==> config.mk <==
export PLATFORM = sky130hd
export DESIGN_NAME = mutex_arb_n
export DESIGN_NICKNAME = d
export VERILOG_FILES = /design/src/rtl/mutex_arb_n.sv
export SDC_FILE = /design/constraint.sdc
export NUM_CORES = 1
export LEC_CHECK = 0
export CORE_AREA = 8 8 45 47
export CTS_BUF_LIST = sky130_fd_sc_hd__clkbuf_4
export CTS_CLUSTER_DIAMETER = 100
export DETAILED_ROUTE_END_ITERATION = 8
export DIE_AREA = 0 0 53 55
export HOLD_SLACK_MARGIN = 0.1
export PLACE_DENSITY = 0.73
export SLEW_MARGIN = 20
export SYNTH_ARGS = -nofsm -noshare
export SYNTH_HDL_FRONTEND = slang
export SYNTH_SLANG_ARGS = --single-unit
==> constraint.sdc <==
create_clock -name clk -period 2.9 [get_ports clk]
set_clock_uncertainty 0.15 [all_clocks]
set_input_delay 0.58 -clock clk [delete_from_list [all_inputs] [get_ports clk]]
set_output_delay 0.58 -clock clk [all_outputs]
set_load 0.005 [all_outputs]
==> src/rtl/mutex_arb_n.sv <==
// ---------------------------------------------------------------------------
// mutex_arb_n
//
// Clocked N-way mutual-exclusion arbiter. One shared resource is handed to
// one of N requesters over a 4-phase req/gnt handshake. Selection among
// simultaneous requesters is round-robin: the scan starts at the channel
// after the previous owner. Every change of owner passes through at least
// one cycle with no grant (the GAP state), so ownership is break-before-make.
//
// Optional feature (compile-time macro MUTEX_HOLD_LIMIT_EN):
//   When defined, an owner that keeps its request up for HOLD_MAX grant
//   cycles has its grant forcibly removed. The revoked channel gets a
//   one-cycle pulse on 'revoked' and is ignored by the arbiter until it has
//   dropped its request. When undefined, a grant is held for as long as the
//   owner requests it and 'revoked' is constant 0.
//
// Parameters:
//   N           number of requesting channels (2..32)
//   SYNC_STAGES flops per request bit ahead of the arbiter (0..3)
//   HOLD_MAX    grant cycles before forced revoke (1..65535, feature only)
//
// Ports:
//   clk      system clock, rising edge
//   rst      synchronous active-high reset
//   req      per-channel level request
//   gnt      per-channel grant, one-hot or zero, registered
//   busy     high while any grant bit is high
//   gnt_id   index of the current owner; holds the last owner when idle
//   revoked  one-cycle pulse on the channel whose grant was forced off
// ---------------------------------------------------------------------------
module mutex_arb_n #(
    parameter int N           = 4,
    parameter int SYNC_STAGES = 0,
    parameter int HOLD_MAX    = 255,
    localparam int IW         = (N > 1) ? $clog2(N) : 1
) (
    input  logic          clk,
    input  logic          rst,
    input  logic [N-1:0]  req,
    output logic [N-1:0]  gnt,
    output logic          busy,
    output logic [IW-1:0] gnt_id,
    output logic [N-1:0]  revoked
);

    typedef enum logic [1:0] {
        S_IDLE  = 2'd0,
        S_GRANT = 2'd1,
        S_GAP   = 2'd2
    } state_t;

    state_t        state_q;
    logic [N-1:0]  req_s;
    logic [N-1:0]  elig;
    logic [N-1:0]  gnt_q;
    logic          busy_q;
    logic [IW-1:0] gnt_id_q;
    logic [IW-1:0] ptr_q;
    logic [IW-1:0] ptr_d;
    logic          pick_valid;
    logic [IW-1:0] pick_idx;
    logic [IW:0]   scan_sum;

    // ------------------------------------------------------------------
    // Request synchroniser
    // ------------------------------------------------------------------
    generate
        if (SYNC_STAGES == 0) begin : g_nosync
            assign req_s = req;
        end else begin : g_sync
            logic [SYNC_STAGES-1:0][N-1:0] sync_q;

            always_ff @(posedge clk) begin
                if (rst) begin
                    sync_q <= '0;
                end else begin
                    sync_q[0] <= req;
                    for (int i = 1; i < SYNC_STAGES; i++) begin
                        sync_q[i] <= sync_q[i-1];
                    end
                end
            end

            assign req_s = sync_q[SYNC_STAGES-1];
        end
    endgenerate

    // ------------------------------------------------------------------
    // Hold-limit support
    // ------------------------------------------------------------------
`ifdef MUTEX_HOLD_LIMIT_EN
    logic [15:0]  hold_cnt_q;
    logic [N-1:0] mask_q;
    logic [N-1:0] revoked_q;
    logic         hold_hit;

    // A revoked channel stays out of the scan until its request drops.
    assign elig     = req_s & ~mask_q;
    assign hold_hit = (hold_cnt_q == 16'(HOLD_MAX));
    assign revoked  = revoked_q;
`else
    logic [15:0] unused_hold_max;

    assign elig            = req_s;
    assign revoked         = '0;
    assign unused_hold_max = 16'(HOLD_MAX);
`endif

    // ------------------------------------------------------------------
    // Round-robin selection: scan ptr, ptr+1, ... wrapping mod N.
    // Iterating from the far end lets the nearest eligible channel win
    // by overwriting, with no early exit needed.
    // ------------------------------------------------------------------
    always_comb begin
        pick_valid = 1'b0;
        pick_idx   = '0;
        scan_sum   = '0;
        for (int i = N - 1; i >= 0; i--) begin
            scan_sum = {1'b0, ptr_q} + (IW+1)'(i);
            if (scan_sum >= (IW+1)'(N)) begin
                scan_sum = scan_sum - (IW+1)'(N);
            end
            if (elig[scan_sum[IW-1:0]]) begin
                pick_valid = 1'b1;
                pick_idx   = scan_sum[IW-1:0];
            end
        end
    end

    // Pointer value after the current owner lets go: the next channel.
    assign ptr_d = (gnt_id_q == IW'(N - 1)) ? '0 : gnt_id_q + 1'b1;

    // ------------------------------------------------------------------
    // Arbiter FSM with registered outputs
    // ------------------------------------------------------------------
    always_ff @(posedge clk) begin
        if (rst) begin
            state_q  <= S_IDLE;
            gnt_q    <= '0;
            busy_q   <= 1'b0;
            gnt_id_q <= '0;
            ptr_q    <= '0;
`ifdef MUTEX_HOLD_LIMIT_EN
            hold_cnt_q <= '0;
            mask_q     <= '0;
            revoked_q  <= '0;
`endif
        end else begin
`ifdef MUTEX_HOLD_LIMIT_EN
            revoked_q <= '0;
            mask_q    <= mask_q & req_s;
`endif
            case (state_q)
                S_IDLE: begin
                    if (pick_valid) begin
                        gnt_q    <= {{(N-1){1'b0}}, 1'b1} << pick_idx;
                        gnt_id_q <= pick_idx;
                        busy_q   <= 1'b1;
                        state_q  <= S_GRANT;
`ifdef MUTEX_HOLD_LIMIT_EN
                        hold_cnt_q <= 16'd1;
`endif
                    end
                end

                S_GRANT: begin
                    // A release always takes precedence over a revoke.
                    if (!req_s[gnt_id_q]) begin
                        gnt_q   <= '0;
                        busy_q  <= 1'b0;
                        ptr_q   <= ptr_d;
                        state_q <= S_GAP;
                    end
`ifdef MUTEX_HOLD_LIMIT_EN
                    else if (hold_hit) begin
                        gnt_q     <= '0;
                        busy_q    <= 1'b0;
                        ptr_q     <= ptr_d;
                        state_q   <= S_GAP;
                        revoked_q <= gnt_q;
                        mask_q    <= (mask_q & req_s) | gnt_q;
                    end else begin
                        hold_cnt_q <= hold_cnt_q + 16'd1;
                    end
`endif
                end

                S_GAP: begin
                    // Dead cycle between owners; never grants from here.
                    state_q <= S_IDLE;
                end

                default: begin
                    state_q <= S_IDLE;
                end
            endcase
        end
    end

    assign gnt    = gnt_q;
    assign busy   = busy_q;
    assign gnt_id = gnt_id_q;

endmodule

==> metrics.yaml, run 1 <==
placed_cell_area_um2: 671
arrival_ns: 2.43
cts_max_path_buffers: 2
initial_core_util: 0.402
synth-edff-count: 0
num_vias: 492
htreeDepth: 1
dpl.hpwl_um: 910
ys_types: 25
io_pins: 17
min_path_type: "reg -> reg"
wire_per_inst_um: 12.7
grt_pass1_vias: 432
drive_gt1_frac: 0.107
antenna_found_initial: 0
rsz0062_at_grt: "false"
required_ns: 2.95
synth_cells: 62
ys_async_sr_fraction: 0
setup_violations: 0
tritoncts: "yes"
path_class: "in -> reg"
crit_path_top_delay_cell: "mux4_2"
critPathCaptureType: "register"
status: "finished clean"
cp-start-kind: "primary input"
grt_max_degree: 10
finalSetupTns_ns: 0
r2r_slack_ns: 0.88
critPathMaxFanout: 6
die_h_um: 55
slowest_delay_ns: 0.52
final_net_count: 83
diodes: 0
peakVddDrop_v: 0.000342
netlist_area_um2: 557
syn_to_final_growth_pct: 25.8
numClockSinks: 11
core_area_um2: 1380
finalWirelength_mm: 1.16
finalCriticalPeriod_ns: 2.39
track_usage: 0.0834
hold_viol: 0
synth_ff_type: "dfxtp_1"
p_leak_uw: 0.000254
dieWidth_um: 53
finalWeightedCongestion: 0.827
port-buffer-count: 12
final_area_um2: 701
vias_per_cell: 5.41
post_cts_buffers: 0
dr.pass1.iters: 4
cp_cell_sequence: "clkdlybuf4s50_1, mux4_2, or3_4, or3_1, a21oi_2"
fin_crit_sh: 0.823
maxSlewViolCount: 0
dieArea_um2: 2920
drtIter0Drc: 10
ctsResizeCount: 0
p_per_area_nw_per_um2: 521
seq_area_frac_synth: 0.396
overflow: 0
antenna_left: 0
avgSynthCellArea_um2: 8.98
hold_buffers: 0
timing.fmax_ghz: 0.419
yosys_warnings: 0
synth-seq-cells: 11
cts_buffers: 3
clk_pin_slew_worst_paths_ns: 0.07
drv_cap: 0
rows: 14
clock_latency_ns: 0.26
cts-root-buf: "clkbuf_4"
grt_pass1_wl_mm: 1.78
fin_util: 0.506
drc: 0
[metrics by stage]
step	cells	hold WS [ns]	setup slack (ns)	total power (µW)
after floorplan	65	0.304	0.832	228
after global placement	87	0.304	0.272	259
after detailed placement	87	0.305	0.239	259
after CTS	91	0.322	0.518	371
after global routing	91	0.352	0.441	388
final	91	0.317	0.512	365
[per-layer routing]
layer,track usage,vias up,share of wire
met5,0,-,0
met4,0.0776,0,0.014
met3,0.0214,2,0.076
met2,0.113,13,0.41
met1,0.105,227,0.50
li1,-,250,-
[cells in the final DEF, fill, tap and decap left out, types with 3 or more instances in the layout]
master	Yosys	final
nand2_1	5	5
conb_1	1	4
dfxtp_1	11	11
clkbuf_4	0	4
a21oi_1	8	8
or3_1	3	3
clkdlybuf4s50_1	0	12
a32o_1	4	4
nor2_1	5	5
[worst paths after layout]
kind                            endpoint      start  depth (start not counted)
worst max-delay path            ptr_q[0]     req[1]                          5
worst min-delay path              gnt[2]     gnt[2]                          1
worst max register to register  ptr_q[0]  gnt_id[0]                          4
worst min register to register    gnt[2]     gnt[2]                          1
[power breakdown]
group | leakage, µW | total, µW | switching [µW] | internal, µW
logic | 0.000145 | 81.0 | 37.4 | 43.6
registers | 0.0000902 | 174 | 10.5 | 164
clock network | 0.0000184 | 110 | 47.3 | 62.4
[final cells by class]
cell class / instances / area [µm²]
Fill cell: 141 / 683
Multi-Input combinational cell: 46 / 303
Sequential cell: 11 / 220
Timing Repair Buffer: 12 / 120
Clock buffer: 4 / 30.0
Tap cell: 16 / 20.0
Inverter: 2 / 7.51
[state kept, by name, indices dropped and copies added (netlist names)]
register	flops
gnt_id	2
state_q	2
busy	1
ptr_q	2
gnt	4
[synthesized netlist by cell type (all sizes together) (2+ instances only)]
master | count | area, µm²
nor2 | 5 | 18.8
nor3 | 2 | 10.0
clkbuf | 2 | 7.51
buf | 4 | 30.0
a32o | 4 | 40.0
a21oi | 9 | 48.8
or3 | 4 | 30.0
nand2 | 5 | 18.8
inv | 2 | 7.51
nor3b | 2 | 15.0
dfxtp | 11 | 220
[critical path, delay by kind of cell]
kind                   cells  cell delay (ns)
AO/OA/AOI/OAI              1             0.13
buffers and inverters      1             0.50
multiplexers               1             0.52
AND/OR/NAND/NOR            2             0.70
[cell families (layout without fill, tap and decap cells)]
kind of cell	Yosys count	count (layout)	synth area share
mux	2	2	0.0584
compound gates	18	18	0.234
simple gates	21	21	0.202
buf+inv	8	18	0.0809
fa+ha+maj	1	1	0.0225
other cells	1	4	0.00674
flops	11	11	0.396
No activity file was read; power rests on OpenSTA's default activity.
==> inputs of run 2 (changes only) <==
==> constraint.sdc (replaced) <==
create_clock -name clk -period 2.5 [get_ports clk]
set_clock_uncertainty 0.15 [all_clocks]
set_input_delay 0.5 -clock clk [delete_from_list [all_inputs] [get_ports clk]]
set_output_delay 0.5 -clock clk [all_outputs]
set_load 0.005 [all_outputs]
==> metrics.yaml, run 2 (synthesized netlist as in run 1, its figures left out) <==
post_cts_buffers: 0
dpl.hpwl_mm: 1.05
p_comb_frac: 0.244
grt_pass1_wl_mm: 2.17
grt_pass1_vias: 472
dieWidth_um: 53
final_common_cell: "clkdlybuf4s50_1"
placed_cell_area_um2: 716
timing.fmax_ghz: 0.463
path_class: "in -> reg"
cts_buffers: 3
cp.depth: 5
largest_reg_flops: 4
grt_max_degree: 10
htreeDepth: 1
rows: 14
min_path_type: "reg -> reg"
r2r_cells: 4
p_leak_uw: 0.000282
peakVddDrop_v: 0.000389
port-buffer-count: 12
maxSlewViolCount: 0
drc: 0
track_usage: 0.100
antenna_left: 0
vias_per_cell: 5.48
cts-root-buf: "clkbuf_4"
dieArea_um2: 2920
ctsResizeCount: 0
io_pins: 17
p_sw_frac: 0.284
finalWirelength_mm: 1.33
initial_core_util: 0.402
finalCriticalPeriod_ns: 2.16
arrival_ns: 2.22
final_area_um2: 743
drive_gt1_frac: 0.173
numClockSinks: 11
crit_path_top_delay_cell: "mux4_2"
cts_max_path_buffers: 2
power.switching_uw: 122
pwr-share-seq: 0.472
p_per_area_nw_per_um2: 579
crit_family: "simple AND/OR/NAND/NOR gates"
hold_viol: 0
holdWs_ns: 0.320
die_h_um: 55
critPathCaptureType: "register"
critPathBufInv: 1
min_delay_path_depth: 1
antenna_found_initial: 0
core_area_um2: 1380
finalPower_uw: 430
drv_cap: 0
clock_latency_ns: 0.27
syn_to_final_growth_pct: 33.5
slowest_delay_ns: 0.50
fin_util: 0.537
rsz0062_at_grt: "false"
overflow: 0
internal-power_uw: 308
required_ns: 2.56
clk_pin_slew_worst_paths_ns: 0.07
tritoncts: "yes"
clkPwrFrac: 0.284
drtIter0Drc: 9
cp-start-kind: "primary input"
fin_crit_sh: 0.864
final_net_count: 89
critPathMaxFanout: 2
status: "finished clean"
num_vias: 532
dr.pass1.iters: 4
diodes: 0
layout_common_cells: "12 x clkdlybuf4s50_1, 11 x dfxtp_1, 8 x a21oi_1"
wire_per_inst_um: 13.7
hold_buffers: 0
setup_violations: 0
finalWeightedCongestion: 0.856
finalSetupTns_ns: 0
cp_cell_sequence: "clkdlybuf4s50_1, mux4_2, or3_4, or3_1, a21oi_2"
## run 2: cell types whose count changed in the layout (fill, tap and decap cells not counted), sizes merged
cell    delta
clkinv     +1
clkbuf     -1
buf        +6
## run 2: path summary, 6_finish.rpt
path,startpoint,endpoint,slack [ns]
worst max-delay path,req[3],ptr_q[0],0.34
worst min-delay path,gnt[2],gnt[2],0.32
worst max register to register,gnt_id[0],ptr_q[0],0.51
worst min register to register,gnt[2],gnt[2],0.32
## run 2: final cells by class
| class | instances | area (µm²) |
|---|---|---|
| repair buffers | 18 | 165 |
| clock inverters | 1 | 5.00 |
| inverters | 2 | 7.51 |
| well taps | 16 | 20.0 |
| flip-flops and latches | 11 | 220 |
| multi-input cells | 46 | 303 |
| fillers | 130 | 641 |
| clock buffers | 3 | 22.5 |
## run 2: power by group through the flow
stage	sequential (µW)	clock, µW	combinational [µW]
floorplan	204	0	60.6
global placement	207	0	103
detailed placement	207	0	105
CTS	203	127	106
global route	206	139	115
finish	203	122	105
## run 2: metal layers
layer  wire, µm  global-route usage  share of wire
met5          0                   0              0
met4         10              0.0259         0.0075
met3        159              0.0588           0.12
met2        559               0.146           0.42
met1        600               0.123           0.45
## run 2: metrics by stage
| step | instances | setup slack (ns) |
|---|---|---|
| after global placement | 93 | 0.0846 |
| final | 97 | 0.339 |
| after floorplan | 65 | 0.512 |
| after CTS | 97 | 0.327 |
| after global routing | 97 | 0.193 |
| after detailed placement | 93 | 0.0526 |
==> inputs of run 3 (changes only) <==
--- a/config.mk
+++ b/config.mk
@@ -5,13 +5,13 @@
 export SDC_FILE = /design/constraint.sdc
 export NUM_CORES = 1
 export LEC_CHECK = 0
-export CORE_AREA = 8 8 45 47
+export CORE_AREA = 2 2 39 41
 export CTS_BUF_LIST = sky130_fd_sc_hd__clkbuf_4
 export CTS_CLUSTER_DIAMETER = 100
 export DETAILED_ROUTE_END_ITERATION = 8
-export DIE_AREA = 0 0 53 55
+export DIE_AREA = 0 0 41 43
 export HOLD_SLACK_MARGIN = 0.1
-export PLACE_DENSITY = 0.73
+export PLACE_DENSITY_LB_ADDON = 0.08
 export SLEW_MARGIN = 20
 export SYNTH_ARGS = -nofsm -noshare
 export SYNTH_HDL_FRONTEND = slang
==> constraint.sdc (replaced) <==
create_clock -name clk -period 2.5 [get_ports clk]
set_clock_uncertainty 0.15 [all_clocks]
set_input_delay 0.25 -clock clk [delete_from_list [all_inputs] [get_ports clk]]
set_output_delay 0.25 -clock clk [all_outputs]
set_load 0.005 [all_outputs]
==> metrics.yaml, run 3 (synthesized netlist as in run 1, its figures left out) <==
initial_core_util: 0.402
drv_cap: 0
ctsResizeCount: 0
largest_reg_flops: 4
startpoint: "gnt_id[0]"
clk_pin_slew_worst_paths_ns: 0.07
timing.fmax_ghz: 0.489
path_class: "reg -> reg"
drc: 0
fillCellCount: 139
min_path_type: "reg -> reg"
clock_latency_ns: 0.27
hold_buffers: 0
fin_crit_sh: 0.817
overflow: 0
hold_viol: 0
drive_gt1_frac: 0.130
p_per_area_nw_per_um2: 607
cts-root-buf: "clkbuf_4"
peakVddDrop_v: 0.000302
finalWirelength_mm: 1.12
die_h_um: 43
rr_startpoint: "gnt_id[0]"
critPathBufInv: 0
core_area_um2: 1380
io_pins: 17
r2r_slack_ns: 0.46
cp_cell_sequence: "mux4_2, or3_4, or3_1, a21oi_2"
final_common_cell: "clkdlybuf4s50_1"
diodes: 0
p_leak_uw: 0.000264
cts_max_path_buffers: 2
crit_family: "simple AND/OR/NAND/NOR gates"
required_ns: 2.56
crit_path_top_delay_cell: "mux4_2"
finalWeightedCongestion: 0.813
dr.pass1.iters: 4
post_cts_buffers: 0
tritoncts: "yes"
num_vias: 510
whs_endpoint: "gnt[3]"
grt_max_degree: 10
wire_per_inst_um: 12.1
vias_per_cell: 5.48
layout_common_cells: "12 x clkdlybuf4s50_1, 11 x dfxtp_1, 8 x a21oi_1"
critPathMaxFanout: 5
hp-start: "gnt[3]"
numClockSinks: 11
finalCriticalPeriod_ns: 2.04
critPathCaptureType: "register"
antenna_found_initial: 0
post-place-ws_ns: 0.190
finalSetupTns_ns: 0
min_delay_path_depth: 1
grt_pass1_wl_mm: 1.89
dpl.hpwl_um: 843
dieArea_um2: 1760
worst_r2r_endpoint: "ptr_q[0]"
r2r_cells: 4
setup_violations: 0
track_usage: 0.160
arrival_ns: 2.10
dieWidth_um: 41
htreeDepth: 1
rsz0062_at_grt: "false"
slowest_delay_ns: 0.56
cp-start-kind: "register"
syn_to_final_growth_pct: 28.5
cts_buffers: 3
rows: 14
drtIter0Drc: 25
layout_setup_ws_ns: 0.457
grt_pass1_vias: 426
cp.depth: 4
port-buffer-count: 12
antenna_left: 0
status: "finished clean"
maxSlewViolCount: 0
final_net_count: 85
[run 3: cell types whose count changed in the layout (fill, tap and decap cells not counted), sizes merged]
cell / previous run / this run
clkinv: 1 / 0
buf: 6 / 2
clkbuf: 3 / 4
[run 3: worst max-delay path by stage]
| stage | slack, ns | endpoint |
|---|---|---|
| finish | 0.46 | ptr_q[0] |
| global route | 0.40 | ptr_q[0] |
| CTS | 0.46 | ptr_q[0] |
| detailed placement | 0.19 | ptr_q[0] |
| global placement | 0.21 | ptr_q[0] |
| floorplan | 0.56 | ptr_q[0] |
[run 3: metrics by stage]
stage | util | std cells | area (µm²) | power (µW) | hold WS (ns)
3_5_place_dp | 0.495 | 89 | 686 | 302 | 0.313
3_3_place_gp | 0.495 | 89 | 686 | 304 | 0.303
2_1_floorplan | - | 65 | 568 | 265 | 0.304
4_1_cts | 0.517 | 93 | 716 | 439 | 0.330
5_1_grt | 0.517 | 93 | 716 | 464 | 0.339
6_report | 0.517 | 93 | 716 | 434 | 0.324
[run 3: worst reg2reg max path, cell delays in order (launching register included)]
cell,delay (ns)
dfxtp_1,0.43
mux4_2,0.57
or3_4,0.37
or3_1,0.33
a21oi_2,0.13
[run 3: routing by layer]
metal	part of all wire	GRT usage
met1	0.48	0.230
met2	0.43	0.209
met3	0.062	0.0314
met4	0.022	0.100
met5	0	0
[run 3: power breakdown]
part	internal, µW	switching (µW)	total [µW]
Sequential	190	13.1	203
Combinational	52.5	43.6	96.1
Clock	72.8	62.1	135
[run 3: final cells by class]
class | instances | area (µm²) | area share
well taps | 16 | 20.0 | 0.0280
multi-input cells | 46 | 303 | 0.423
flip-flops and latches | 11 | 220 | 0.308
repair buffers | 14 | 135 | 0.189
clock buffers | 4 | 30.0 | 0.0420
inverters | 2 | 7.51 | 0.0105
